<file path="config.mk">
export PLATFORM = sky130hd
export DESIGN_NAME = spi_p2s_stream_flat
export DESIGN_NICKNAME = d
export VERILOG_FILES = /design/src/rtl/spi_p2s_stream_if.sv /design/src/rtl/spi_p2s_stream.sv /design/src/flat_wrapper.sv
export SDC_FILE = /design/constraint.sdc
export NUM_CORES = 1
export LEC_CHECK = 0
export ABC_AREA = 1
export BUFFER_PORTS_ARGS = -buffer_cell sky130_fd_sc_hd__buf_4
export CORE_MARGIN = 2
export CORE_UTILIZATION = 42
export DETAILED_ROUTE_END_ITERATION = 12
export HOLD_SLACK_MARGIN = 0.02
export PLACE_DENSITY = 0.61
export SLEW_MARGIN = 40
export SYNTH_ARGS = -nofsm -noshare
export SYNTH_HDL_FRONTEND = slang
export SYNTH_SLANG_ARGS = --single-unit
</file>
<file path="constraint.sdc">
create_clock -name clk -period 1.7 [get_ports clk]
set_clock_uncertainty 0.2 [all_clocks]
set_input_delay 0.425 -clock clk [delete_from_list [all_inputs] [get_ports clk]]
set_output_delay 0.425 -clock clk [all_outputs]
set_load 0.1 [all_outputs]
</file>
<file path="src/rtl/spi_p2s_stream_if.sv">
// Stream/FIFO-side signal bundle for spi_p2s_stream.
// The slave modport is the serializer; the master modport is the FIFO/controller side.
interface spi_p2s_stream_if #(
  parameter int unsigned DATAWIDTH = 8
);
  logic                 p2s_enable;
  logic                 bit_tick;
  logic [DATAWIDTH-1:0] rdata;
  logic                 not_empty;
  logic                 ren;
  logic                 data_out;
  logic                 busy;
  logic                 frame_done;
  logic                 underrun;

  modport slave (
    input  p2s_enable, bit_tick, rdata, not_empty,
    output ren, data_out, busy, frame_done, underrun
  );

  modport master (
    output p2s_enable, bit_tick, rdata, not_empty,
    input  ren, data_out, busy, frame_done, underrun
  );
endinterface

</file>
<file path="src/rtl/spi_p2s_stream.sv">
// FIFO-fed parallel-to-serial streamer, one bit per bit_tick, back-to-back frames.
// Define SPI_P2S_PARITY_EN to append a parity bit slot after each data word.
module spi_p2s_stream #(
  parameter int unsigned DATAWIDTH  = 8,
  parameter int unsigned MSB_FIRST  = 1,
  parameter logic        IDLE_LEVEL = 1'b0,
  parameter int unsigned ODD_PARITY = 0
) (
  input  logic            clk,
  input  logic            rstn,
  spi_p2s_stream_if.slave bus
);

  localparam int unsigned CW = $clog2(DATAWIDTH + 2);
`ifdef SPI_P2S_PARITY_EN
  localparam int unsigned SLOTS = DATAWIDTH + 1;
`else
  localparam int unsigned SLOTS = DATAWIDTH;
`endif

  if (DATAWIDTH < 2 || DATAWIDTH > 32 || MSB_FIRST > 1 || ODD_PARITY > 1) begin : g_bad_params
  end

  typedef enum logic [1:0] {IDLE, LOAD, SHIFT} state_t;

  state_t               state;
  logic [DATAWIDTH-1:0] shreg;
  logic [DATAWIDTH-1:0] next_shreg;
  logic [CW-1:0]        cnt;
  logic                 next_bit;
`ifdef SPI_P2S_PARITY_EN
  logic                 par_bit;
`endif

  always_comb begin
    if (MSB_FIRST != 0) begin
      next_bit   = shreg[DATAWIDTH-1];
      next_shreg = shreg << 1;
    end else begin
      next_bit   = shreg[0];
      next_shreg = shreg >> 1;
    end
`ifdef SPI_P2S_PARITY_EN
    if (cnt == CW'(1)) next_bit = par_bit;
`endif
  end

  always_ff @(posedge clk or negedge rstn) begin
    if (!rstn) begin
      state          <= IDLE;
      shreg          <= '0;
      cnt            <= '0;
      bus.ren        <= 1'b0;
      bus.data_out   <= IDLE_LEVEL;
      bus.busy       <= 1'b0;
      bus.frame_done <= 1'b0;
      bus.underrun   <= 1'b0;
`ifdef SPI_P2S_PARITY_EN
      par_bit        <= 1'b0;
`endif
    end else begin
      bus.ren        <= 1'b0;
      bus.frame_done <= 1'b0;
      bus.underrun   <= 1'b0;
      unique case (state)
        IDLE: begin
          bus.data_out <= IDLE_LEVEL;
          if (bus.p2s_enable && bus.not_empty) begin
            bus.ren  <= 1'b1;
            bus.busy <= 1'b1;
            state    <= LOAD;
          end else begin
            bus.busy <= 1'b0;
          end
        end
        // LOAD spans two cycles: the ren cycle, then the cycle rdata is valid.
        LOAD: begin
          if (!bus.ren) begin
            shreg <= bus.rdata;
            cnt   <= CW'(SLOTS);
`ifdef SPI_P2S_PARITY_EN
            par_bit <= (^bus.rdata) ^ ODD_PARITY[0];
`endif
            state <= SHIFT;
          end
        end
        SHIFT: begin
          if (bus.bit_tick) begin
            bus.data_out <= next_bit;
            shreg        <= next_shreg;
            cnt          <= cnt - 1'b1;
            if (cnt == CW'(1)) begin
              bus.frame_done <= 1'b1;
              if (bus.p2s_enable && bus.not_empty) begin
                bus.ren <= 1'b1;
                state   <= LOAD;
              end else begin
                bus.underrun <= bus.p2s_enable;
                bus.busy     <= 1'b0;
                state        <= IDLE;
              end
            end
          end
        end
        default: begin
          bus.busy <= 1'b0;
          state    <= IDLE;
        end
      endcase
    end
  end

endmodule

</file>
<file path="src/flat_wrapper.sv">
// flat-port wrapper written by rule: the top's interface ports become plain ports
module spi_p2s_stream_flat 
#(
  parameter int unsigned DATAWIDTH  = 8,
  parameter int unsigned MSB_FIRST  = 1,
  parameter logic        IDLE_LEVEL = 1'b0,
  parameter int unsigned ODD_PARITY = 0
)
  (clk, rstn, bus_p2s_enable, bus_bit_tick, bus_rdata, bus_not_empty, bus_ren, bus_data_out, bus_busy, bus_frame_done, bus_underrun);
  spi_p2s_stream_if #(.DATAWIDTH(DATAWIDTH)) bus_i ();
  input  logic clk;
  input  logic rstn;
  input wire logic [$bits(bus_i.p2s_enable)-1:0] bus_p2s_enable;
  input wire logic [$bits(bus_i.bit_tick)-1:0] bus_bit_tick;
  input wire logic [$bits(bus_i.rdata)-1:0] bus_rdata;
  input wire logic [$bits(bus_i.not_empty)-1:0] bus_not_empty;
  output wire logic [$bits(bus_i.ren)-1:0] bus_ren;
  output wire logic [$bits(bus_i.data_out)-1:0] bus_data_out;
  output wire logic [$bits(bus_i.busy)-1:0] bus_busy;
  output wire logic [$bits(bus_i.frame_done)-1:0] bus_frame_done;
  output wire logic [$bits(bus_i.underrun)-1:0] bus_underrun;
  assign bus_i.p2s_enable = bus_p2s_enable;
  assign bus_i.bit_tick = bus_bit_tick;
  assign bus_i.rdata = bus_rdata;
  assign bus_i.not_empty = bus_not_empty;
  assign bus_ren = bus_i.ren;
  assign bus_data_out = bus_i.data_out;
  assign bus_busy = bus_i.busy;
  assign bus_frame_done = bus_i.frame_done;
  assign bus_underrun = bus_i.underrun;
  spi_p2s_stream #(.DATAWIDTH(DATAWIDTH), .MSB_FIRST(MSB_FIRST), .IDLE_LEVEL(IDLE_LEVEL), .ODD_PARITY(ODD_PARITY)) u_core (.clk(clk), .rstn(rstn), .bus(bus_i));
endmodule
</file>
Word-level counts from Yosys, hierarchy flattened:

Index checks and enable logic that the tools add are counted.

* bits in registers: 19
* bits in latches: 0
* RAM bits: 0
* bits in read-only memories: 0
* input bits: 13
* output and inout bits: 5
* word-level logic and storage cells: 55
* memories: 0

* $add $sub $neg: 1
* $mul: 0
* div/mod/pow operators: 0
* $lt $le $gt $ge: 0
* equality and inequality tests: 8
* shift-type cells: 0
* multiplexer cells: 29
* bitwise logic cells: 1
* reduce and logical (&&, ||, !) cells: 8

Operators by type and width (number)
* $mux 8: 2
* $pmux 8 s2: 1
* $mux 1: 15
* $mux 2: 4
* $mux 4: 2
* $pmux 4 s2: 1
* $reduce_and 4->1: 2
* $ne 2x2->1 const B: 3
* $pmux 2 s3: 1
* $eq 4x1->1 const B: 1
* $ne 2x1->1 const B: 2
* $pmux 1 s2: 2
* $reduce_bool 2->1: 2
* $sub 4x1->4 const B: 1
* $pmux 1 s3: 1
* $reduce_and 3->1: 1
* $eq 2x1->1 const B: 1
* $eq 2x2->1 const B: 1
* $logic_not 2->1: 1
* $reduce_and 2->1: 1
* $logic_and 1x1->1: 1
* $not 1->1: 1

Longest topological paths before layout:

Gate-level depths: netlist of the first run.

* depth in word-level cells: 5
* depth in mapped cells: 7
* mapped depth without buffers: 7

Least setup slack after synthesis of the first run:

OpenSTA, ideal clock, no wires.

* path type: register to register
* from: register u_core.bus.ren
* to: register u_core.cnt[2]
* library setup time: 0.076 ns
* arrival time: 1.557 ns
* data required time: 1.424 ns
* setup slack: -0.134 ns
* cell stages (with the launch flop): 6
* buffers on the path: 1
* period minus slack after synthesis: 1.834 ns
* path through: dfrtp_1 -> inv_1 -> nand2_2 -> nand2_2 -> buf_6 -> o21ai_1

* cells in the longest elaborated chain, start to end: 2

Ends and longest elaborated chain
* start: declaration: line spi_p2s_stream_if.sv:18 `output ren, data_out, busy, frame_done, underrun`
* start signal: assignment: line spi_p2s_stream.sv:53 `bus.ren <= 1'b0;`
* start signal: assignment: line spi_p2s_stream.sv:62 `bus.ren <= 1'b0;`
* start signal: assignment: line spi_p2s_stream.sv:69 `bus.ren <= 1'b1;`
* $ne 2x2->1 (no source line)
* $reduce_and 3->1 (no source line)
* end signal: assignment: line spi_p2s_stream.sv:80 `cnt <= CW'(SLOTS);`
* end signal: assignment: line spi_p2s_stream.sv:91 `cnt <= cnt - 1'b1;`
* end: declaration: line spi_p2s_stream.sv:29 `logic [CW-1:0] cnt;`

No other way between the ends.
A chain may end at the register's enable or synchronous reset.

Final worst setup path of the first run:

* from: register u_core.bus.data_out
* to: output bus_data_out

RTL lines
* start: declaration: line spi_p2s_stream_if.sv:18
* start signal: assignment: line spi_p2s_stream.sv:89 `bus.data_out <= next_bit;`
* end: declaration: line flat_wrapper.sv:18 `output wire logic [$bits(bus_i.data_out)-1:0] bus_data_out;`

No word-level cell between the ends.

==> metrics.csv, run 1 <==
stage,metric,value,unit
synthesis,synth.top_cells.by_area,"dfrtp_1, nand2_1, inv_1",
critical_path,worstRegToRegCells,5,
synthesis,synth-simple-area-share,0.221,
synthesis,asyncSetResetFlopFracSynth,1.00,
synthesis,number_of_instances_in_the_synthesized_netlist,107,
timing,fin_crit_sh,0.937,
synthesis,yosys_most_used_dff,dfrtp_1,
timing,slew_violations,0,
route,antenna_left,0,
route,topRoutingLayerUsed,met4,
route,met2WireLength,695,um
critical_path,reg2reg_to,u_core.cnt[2],
cells_and_area,num-nets-final,143,
synthesis,syn_area_per_cell,8.35,um2
clock_network,numCtsBuffers,3,
floorplanning,die_area,2510,um2
critical_path,critical_path.startpoint_type,flop,
synthesis,yosysWarningCount,0,
cells_and_area,synthToLayoutAreaGrowth,20.4,%
cells_and_area,stdcell_area,1080,um2
clock_network,cts.reportedPaths.clkPinSlew,100,ps
clock_network,clk-insertion-delay-late,300,ps
floorplanning,die-width,50.1,um
critical_path,reg2reg_setup_slack,170,ps
synthesis,synth_cell_types,17,
critical_path,critical_path.cell_chain,buf_4,
timing,holdWs,184,ps
floorplanning,initial_utilization,0.451,
place,placement.setup.worst_slack,191,ps
cells_and_area,final_cell_count_no_fill,154,
global_route,antenna_found_initial,0,
synthesis,synth_commonest_cells,"nand2_1, dfrtp_1, inv_1",
global_route,grt_pass1_vias,609,
critical_path,slowest_stage,dfrtp_1,
place,detailedPlacementHpwl,1.21,mm
critical_path,timing.rr.start,u_core.state[1],
timing,tightest_pin_transition,308,ps
clock_network,cts-htree-levels,1,
cells_and_area,area.sequential,477,um2
global_route,grt_start_max_net_pins,20,
power,power.static_leakage,0.568,nW
route,post_drt_via_cell_ratio,4.66,
timing,grt_setup_unrepaired,no,
clock_network,count_of_hold_buffers_inserted_by_post_cts_repair,1,
clock_network,cts_root_buffer,clkbuf_4,
synthesis,synth_largest_type_area_fraction,0.532,
run,maxCapViolCount,0,
clock_network,clock_tree_from_tritoncts,yes,
worst_hold_path,whs_path_depth,2,
critical_path,worstPathMaxFanout,2,
synthesis,syn-cell-area,893,um2
route,total_wirelength,1.62,mm
synthesis,synth_fa_ha_area_frac,0.0280,
clock_network,clkSinkCount,19,
critical_path,critPathMaxStageDelay,370,ps
worst_hold_path,hold-path-endpoint,u_core.bus.underrun,
floorplanning,std_cell_rows,16,
power,power.ir.vdd_worst,0.824,mV
route,vias,718,
floorplanning,fp.coreArea,1980,um2
synthesis,most_frequently_used_cell_type_in_the_post_synthesis_netlist,nand2_1,
worst_hold_path,hold_path.class,in -> reg,
floorplanning,fp.dieH,50.1,um
timing,period_minus_slack,1590,ps
place,post_dp_cell_area,1040,um2
route,routed_wire_length_per_instance,10.5,um
global_route,global_route_wire_length_before_repair,2.76,mm
timing,max_clock_freq,628,MHz
worst_hold_path,min-delay-start,bus_p2s_enable,
timing,slew_headroom,0.794,
synthesis,postSynthNetCount,122,
synthesis,ys_seq_area_frac,0.532,
cells_and_area,insertedDiodeCount,0,
critical_path,timing.setup.critical_path_class,reg -> out,
cells_and_area,final_layout_size_suffix_gt1_frac,0.213,
cells_and_area,num-fill-cells,188,
clock_network,cts.repair_timing.setup_buffer_count,0,
clock_network,ctsResizeCount,0,
critical_path,crit_path_end_kind,output port,
critical_path,critical-path-top-delay-family,flip-flops,
synthesis,yosys_register_bits,19,
place,gpl.final_weighted_congestion,0.803,
synthesis,synth_largest_area_cell,dfrtp_1,
global_route,globalRouteOverflowTotal,0,
critical_path,timing.critical_path.buf_inv,1,
global_route,grt_use_total,0.145,
critical_path,cp_data_required_time,1070,ps
place,placed_cells_incl_taps,149,
cells_and_area,multi_input_area,338,um2
route,route.met3.wl,68,um
timing,finalSetupTns,0,ps
place,port-buffer-count,17,
synthesis,synth-edff-count,0,
synthesis,synth_xor_area_frac,0.00980,
route,dr.first_iter.drc_count,14,
outcome,status,finished clean,
power,pwr_density_cell,1560,nW/um2
timing,timing.final.hold_violations,0,
route,drt_first_pass_iters,4,
critical_path,cp_data_arrival_time,970,ps
synthesis,synthMuxAreaShare,0,
route,wl_met1,829,um
timing,timing.final.ws_setup,108,ps
synthesis,synth_compound_gate_area_share,0.119,
synthesis,synth_top_family_by_area,simple AND/OR/NAND/NOR gates,
route,drc,0,
timing,report.final.setup_viol,0,
floorplanning,io-pin-count,18,
clock_network,max-clock-path-buffers,2,
[layout make-up]
class | count | area share
Sequential cell | 19 | 0.443
Timing Repair Buffer | 18 | 0.128
Clock buffer | 4 | 0.0244
Inverter | 17 | 0.0593
Tap cell | 27 | 0.0314
Multi-Input combinational cell | 69 | 0.314
[metrics by stage]
step / utilization / power, W
global route: 0.543 / 0.00183
detailed placement: 0.525 / 0.00147
global placement: 0.525 / 0.00145
CTS: 0.543 / 0.00169
finish: 0.543 / 0.00168
floorplan: - / 0.00131
[layer usage]
layer  track usage  vias to the layer above
li1              -                      376
met1         0.223                      326
met2         0.202                       14
met3        0.0212                        2
met4        0.0556                        0
met5             0                        -
[flip-flops by register name, summed over array words and instances (netlist names)]
register               count
u_core.bus.frame_done      1
u_core.bus.underrun        1
u_core.bus.data_out        1
u_core.cnt                 4
u_core.bus.ren             1
u_core.state               2
u_core.bus.busy            1
u_core.shreg               8
[cells in the final DEF, fill, tap and decap left out, types with 2 or more instances in the layout]
cell type / synthesis / layout
buf_4: 0 / 17
o21ai_0: 10 / 10
nand2_1: 27 / 27
clkbuf_4: 0 / 3
o21ai_1: 10 / 10
inv_1: 16 / 16
ha_1: 2 / 2
nand3_1: 6 / 6
nand2_2: 3 / 3
dfrtp_1: 19 / 18
nor2_1: 6 / 6
[worst max path at each step]
stage / slack (ps) / from / depth (start not counted) / to
final: 110 / u_core.bus.data_out / 1 / bus_data_out
after global routing: 10 / u_core.state[1] / 5 / u_core.cnt[2]
after CTS: 100 / u_core.bus.data_out / 1 / bus_data_out
after detailed placement: 190 / u_core.state[1] / 5 / u_core.cnt[2]
after global placement: 280 / bus_bit_tick / 5 / u_core.cnt[2]
after floorplan: 170 / u_core.bus.ren / 5 / u_core.cnt[2]
[power breakdown]
| group | internal [W] | total (W) | switching, W |
|---|---|---|---|
| combinational | 0.000227 | 0.000751 | 0.000524 |
| sequential | 0.000618 | 0.000698 | 0.0000805 |
| clock | 0.0000914 | 0.000228 | 0.000136 |
| total | 0.000936 | 0.00168 | 0.000741 |
[logic make-up after synthesis]
logic type	Yosys count
and+or+nand+nor	45
AOI/OAI and AO/OA	21
buffers and inverters	19
DFF	19
adders and majority gates	2
xor gates and xnor gates	1
Power figures use the tool's default switching activity.
==> inputs of run 2 (changes only) <==
- BUFFER_PORTS_ARGS: -buffer_cell sky130_fd_sc_hd__buf_4 -> -buffer_cell sky130_fd_sc_hd__buf_2
- SKIP_CTS_REPAIR_TIMING: unset -> 1
==> metrics.csv, run 2 (synthesized netlist as in run 1, its figures left out) <==
stage,metric,value,unit,change
floorplanning,die-width,50.1,um,unchanged
cells_and_area,final_layout_size_suffix_gt1_frac,0.213,,unchanged
floorplanning,fp.dieH,50.1,um,unchanged
cells_and_area,stdcell_area,1080,um2,+0.47%
floorplanning,fp.coreArea,1980,um2,unchanged
clock_network,numCtsBuffers,3,,unchanged
global_route,grt_use_total,0.157,,+0.0119
global_route,grt_start_max_net_pins,20,,unchanged
route,antenna_left,0,,unchanged
timing,report.final.setup_viol,0,,unchanged
route,dr.first_iter.drc_count,10,,-4
cells_and_area,num-nets-final,143,,unchanged
critical_path,critical_path.startpoint_type,flop,,
worst_hold_path,hold_path.class,in -> reg,,
floorplanning,initial_utilization,0.451,,unchanged
critical_path,timing.setup.critical_path_class,reg -> out,,
global_route,grt_pass1_vias,667,,+9.5%
power,pwr_density_cell,1600,nW/um2,+2.9%
place,port-buffer-count,17,,unchanged
timing,tightest_pin_transition,485,ps,+177 ps
floorplanning,std_cell_rows,16,,unchanged
clock_network,cts-htree-levels,1,,unchanged
timing,finalSetupTns,0,ps,unchanged
critical_path,cp_data_arrival_time,1030,ps,+60 ps
place,gpl.final_weighted_congestion,0.831,,+3.5%
cells_and_area,final_cell_mix,"nand2_1, dfrtp_1, inv_1, buf_2",,
floorplanning,die_area,2510,um2,unchanged
place,placed_cells_incl_taps,149,,unchanged
global_route,global_route_wire_length_before_repair,2.87,mm,+4.0%
outcome,status,finished clean,,
place,post_dp_cell_area,1040,um2,+0.24%
clock_network,clkSinkCount,19,,unchanged
floorplanning,io-pin-count,18,,unchanged
route,total_wirelength,1.66,mm,+2.7%
clock_network,clock_tree_from_tritoncts,yes,,
timing,grt_setup_unrepaired,no,,
critical_path,slowest_stage,buf_2,,
critical_path,timing.critical_path.buf_inv,1,,unchanged
cells_and_area,synthToLayoutAreaGrowth,21.0,%,
run,maxCapViolCount,0,,unchanged
clock_network,max-clock-path-buffers,2,,unchanged
global_route,globalRouteOverflowTotal,0,,unchanged
global_route,antenna_found_initial,0,,unchanged
critical_path,worstPathMaxFanout,1,,-1
cells_and_area,max_ffs_per_register,8,,unchanged
timing,fin_crit_sh,0.972,,+0.0355
cells_and_area,final_cell_count_no_fill,154,,unchanged
critical_path,cp_data_required_time,1070,ps,about the same
timing,timing.final.hold_violations,0,,unchanged
cells_and_area,largest_register,u_core.shreg,,
cells_and_area,insertedDiodeCount,0,,unchanged
clock_network,cts_root_buffer,clkbuf_4,,
cells_and_area,layout_top_registers,"u_core.shreg x8, u_core.cnt x4, u_core.state x2",,
route,routed_wire_length_per_instance,10.8,um,+2.7%
route,post_drt_via_cell_ratio,4.55,,-2.5%
critical_path,critical-path-top-delay-family,buffers and inverters,,
route,drt_first_pass_iters,4,,unchanged
power,power.ir.vdd_worst,0.936,mV,+14%
critical_path,critical_path.cell_chain,buf_2,,
power,power.static_leakage,0.567,nW,-0.22%
timing,max_clock_freq,605,MHz,-3.6%
place,detailedPlacementHpwl,1.20,mm,-0.26%
route,vias,700,,-2.5%
timing,slew_headroom,0.679,,-0.115
cells_and_area,most_frequent_standard_cell_in_the_layout_excluding_fill_and_tap_cells,nand2_1,,
clock_network,clk-insertion-delay-late,290,ps,about the same
route,drc,0,,unchanged
timing,slew_violations,0,,unchanged
timing,period_minus_slack,1650,ps,+60.3 ps
clock_network,cts.reportedPaths.clkPinSlew,100,ps,about the same
critical_path,critPathMaxStageDelay,410,ps,+40 ps
critical_path,crit_path_end_kind,output port,,
## run 2: cell count changes in the layout (fill, tap and decap cells not counted), sizes merged
cell	previous run	this run
buf	17	16
clkbuf	4	5
## run 2: report_power, final
part           switching, W  internal [W]  leakage (nW)  total [W]
registers         0.0000938      0.000618         0.242   0.000712
logic              0.000532      0.000267         0.309   0.000799
clock network      0.000132     0.0000911        0.0150   0.000223
total              0.000757      0.000976         0.567    0.00173
## run 2: final timing paths
| path | from | to | slack, ps | depth (start not counted) |
|---|---|---|---|---|
| worst max-delay path | u_core.bus.frame_done | bus_frame_done | 50 | 1 |
| worst min-delay path | bus_rdata[0] | u_core.shreg[0] | 200 | 3 |
| worst max register to register | u_core.state[1] | u_core.cnt[2] | 180 | 5 |
| worst min register to register | u_core.shreg[2] | u_core.shreg[2] | 330 | 2 |
| max in group asynchronous | rstn | u_core.bus.ren | 600 | 2 |
| min in group asynchronous | rstn | u_core.shreg[1] | 380 | 2 |
## run 2: cell type report
cell class	instances	area (um2)
clock buffer	4	26.3
fill	186	901
tap	27	33.8
inverter	17	63.8
multi-input combinational	69	338
sequential	19	477
timing repair buffer	18	143
## run 2: stage by stage
stage	hold slack [ps]	setup WS, ps	utilization	power (W)
3_3_place_gp	192	262	0.526	0.00151
3_5_place_dp	197	235	0.526	0.00152
2_1_floorplan	-70.6	166	-	0.00131
5_1_grt	206	7.62	0.545	0.00189
4_1_cts	-128	21.8	0.539	0.00175
6_report	199	47.3	0.545	0.00173
## run 2: per-layer routing
metal / global-route usage / wire length (um)
met3: 0.0333 / 76
met4: 0.120 / 42
met2: 0.213 / 688
met5: 0 / 0
met1: 0.214 / 852
==> inputs of run 3 (changes only) <==
- CORE_MARGIN: 2 -> unset
==> metrics.csv, run 3 (synthesized netlist as in run 1, its figures left out) <==
stage,metric,value,unit,change
outcome,status,finished clean,,
cells_and_area,final_cell_count_no_fill,154,,unchanged
critical_path,slowest_stage,dfrtp_1,,
route,drc,0,,unchanged
floorplanning,fp.dieH,48.1,um,-4.0%
critical_path,critical_path.startpoint_type,flop,,
cells_and_area,synthToLayoutAreaGrowth,21.4,%,
critical_path,critical_path.cell_chain,clkbuf_4,,
route,antenna_left,0,,unchanged
place,post_dp_cell_area,1040,um2,unchanged
route,dr.first_iter.drc_count,10,,unchanged
clock_network,cts_root_buffer,clkbuf_4,,
place,placed_cells_incl_taps,149,,unchanged
timing,finalSetupTns,0,ps,unchanged
power,power.static_leakage,0.569,nW,+0.36%
global_route,globalRouteOverflowTotal,0,,unchanged
cells_and_area,max_ffs_per_register,8,,unchanged
cells_and_area,stdcell_area,1080,um2,+0.35%
power,power.ir.vdd_worst,0.713,mV,-24%
cells_and_area,area.sequential,477,um2,unchanged
floorplanning,initial_utilization,0.451,,unchanged
cells_and_area,num-fill-cells,194,,+4.3%
run,maxCapViolCount,0,,unchanged
cells_and_area,largest_register,u_core.shreg,,
global_route,global_route_wire_length_before_repair,2.50,mm,-13%
cells_and_area,num-nets-final,143,,unchanged
global_route,grt_start_max_net_pins,20,,unchanged
floorplanning,std_cell_rows,16,,unchanged
critical_path,timing.critical_path.buf_inv,1,,unchanged
global_route,use_met3,0.0444,,+0.0111
critical_path,reg2reg_setup_slack,200,ps,+20 ps
place,gpl.final_weighted_congestion,0.800,,-3.7%
floorplanning,die-width,48.1,um,-4.0%
floorplanning,io-pin-count,18,,unchanged
timing,tightest_pin_transition,439,ps,-45.8 ps
route,drt_first_pass_iters,4,,unchanged
worst_hold_path,hold_path.class,in -> reg,,
cells_and_area,final_cell_mix,"nand2_1, dfrtp_1, inv_1, buf_2",,
clock_network,clock_tree_from_tritoncts,yes,,
route,total_wirelength,1.59,mm,-4.0%
route,routed_wire_length_per_instance,10.3,um,-4.0%
route,post_drt_via_cell_ratio,4.51,,-0.86%
floorplanning,fp.coreArea,1980,um2,unchanged
timing,timing.final.hold_violations,0,,unchanged
power,pwr_density_cell,1590,nW/um2,-0.56%
critical_path,critical-path-top-delay-family,flip-flops,,
place,port-buffer-count,17,,unchanged
global_route,use_met2,0.203,,-0.0100
global_route,met1_usage,0.250,,+0.0364
cells_and_area,layout_top_registers,"u_core.shreg x8, u_core.cnt x4, u_core.state x2",,
critical_path,cp_data_arrival_time,950,ps,-80 ps
timing,grt_setup_unrepaired,no,,
clock_network,cts-htree-levels,1,,unchanged
route,vias,694,,-0.86%
timing,fin_crit_sh,0.924,,-0.0482
timing,report.final.setup_viol,0,,unchanged
timing,max_clock_freq,637,MHz,+5.2%
global_route,grt_pass1_vias,560,,-16%
critical_path,cp_data_required_time,1070,ps,about the same
cells_and_area,final_layout_size_suffix_gt1_frac,0.220,,+0.00787
critical_path,crit_path_end_kind,output port,,
clock_network,cts.reportedPaths.clkPinSlew,110,ps,about the same
place,detailedPlacementHpwl,1.17,mm,-2.3%
timing,period_minus_slack,1570,ps,-81.9 ps
global_route,antenna_found_initial,0,,unchanged
critical_path,critPathMaxStageDelay,330,ps,-80 ps
timing,slew_violations,0,,unchanged
clock_network,max-clock-path-buffers,2,,unchanged
floorplanning,die_area,2320,um2,-7.8%
critical_path,timing.setup.critical_path_class,reg -> out,,
global_route,grt_use_total,0.164,,+0.00782
timing,slew_headroom,0.707,,+0.0283
critical_path,worstPathMaxFanout,1,,unchanged
clock_network,numCtsBuffers,3,,unchanged
cells_and_area,multi_input_area,338,um2,unchanged
cells_and_area,insertedDiodeCount,0,,unchanged
clock_network,clkSinkCount,19,,unchanged
global_route,grt-busiest-layer,met1,,
timing,holdWs,176,ps,-22.7 ps
cells_and_area,most_frequent_standard_cell_in_the_layout_excluding_fill_and_tap_cells,nand2_1,,
clock_network,clk-insertion-delay-late,300,ps,about the same
run 3: metrics by stage:
step                       util  total power, W  worst slack [ps]
final                     0.547         0.00173               129
after global routing      0.547         0.00188              63.0
after CTS                 0.540         0.00175              24.2
after detailed placement  0.526         0.00151               208
after global placement    0.526         0.00151               264
after floorplan               -         0.00131               166
run 3: cell type report:
class                   instances  share of cell area
clock buffers                   3              0.0208
flip-flops and latches         19               0.439
multi-input cells              69               0.311
repair buffers                 18               0.134
well taps                      27              0.0311
inverters                      17              0.0588
clock inverters                 1             0.00461
run 3: power breakdown:
group / total [W] / internal, W / switching (W) / leakage (nW)
logic: 0.000789 / 0.000267 / 0.000522 / 0.309
clock network: 0.000228 / 0.0000876 / 0.000140 / 0.0177
registers: 0.000713 / 0.000618 / 0.0000948 / 0.242
run 3: final timing paths:
check | startpoint | endpoint | depth (start not counted)
setup reg to reg | u_core.state[1] | u_core.cnt[2] | 5
max in group asynchronous | rstn | u_core.bus.ren | 2
hold / removal | bus_rdata[0] | u_core.shreg[0] | 3
setup / recovery | u_core.bus.underrun | bus_underrun | 1
min in group asynchronous | rstn | u_core.cnt[3] | 2
hold reg to reg | u_core.shreg[1] | u_core.shreg[1] | 2
run 3: routing by layer:
metal  routed length, um  vias up
li1                    -      381
met1                 852      296
met2                 631       13
met3                  70        4
met4                  38        0
met5                   0        -
run 3: worst min-delay path: stages:
cell	delay [ps]
buf_2	70
nand3_1	70
o21ai_1	70
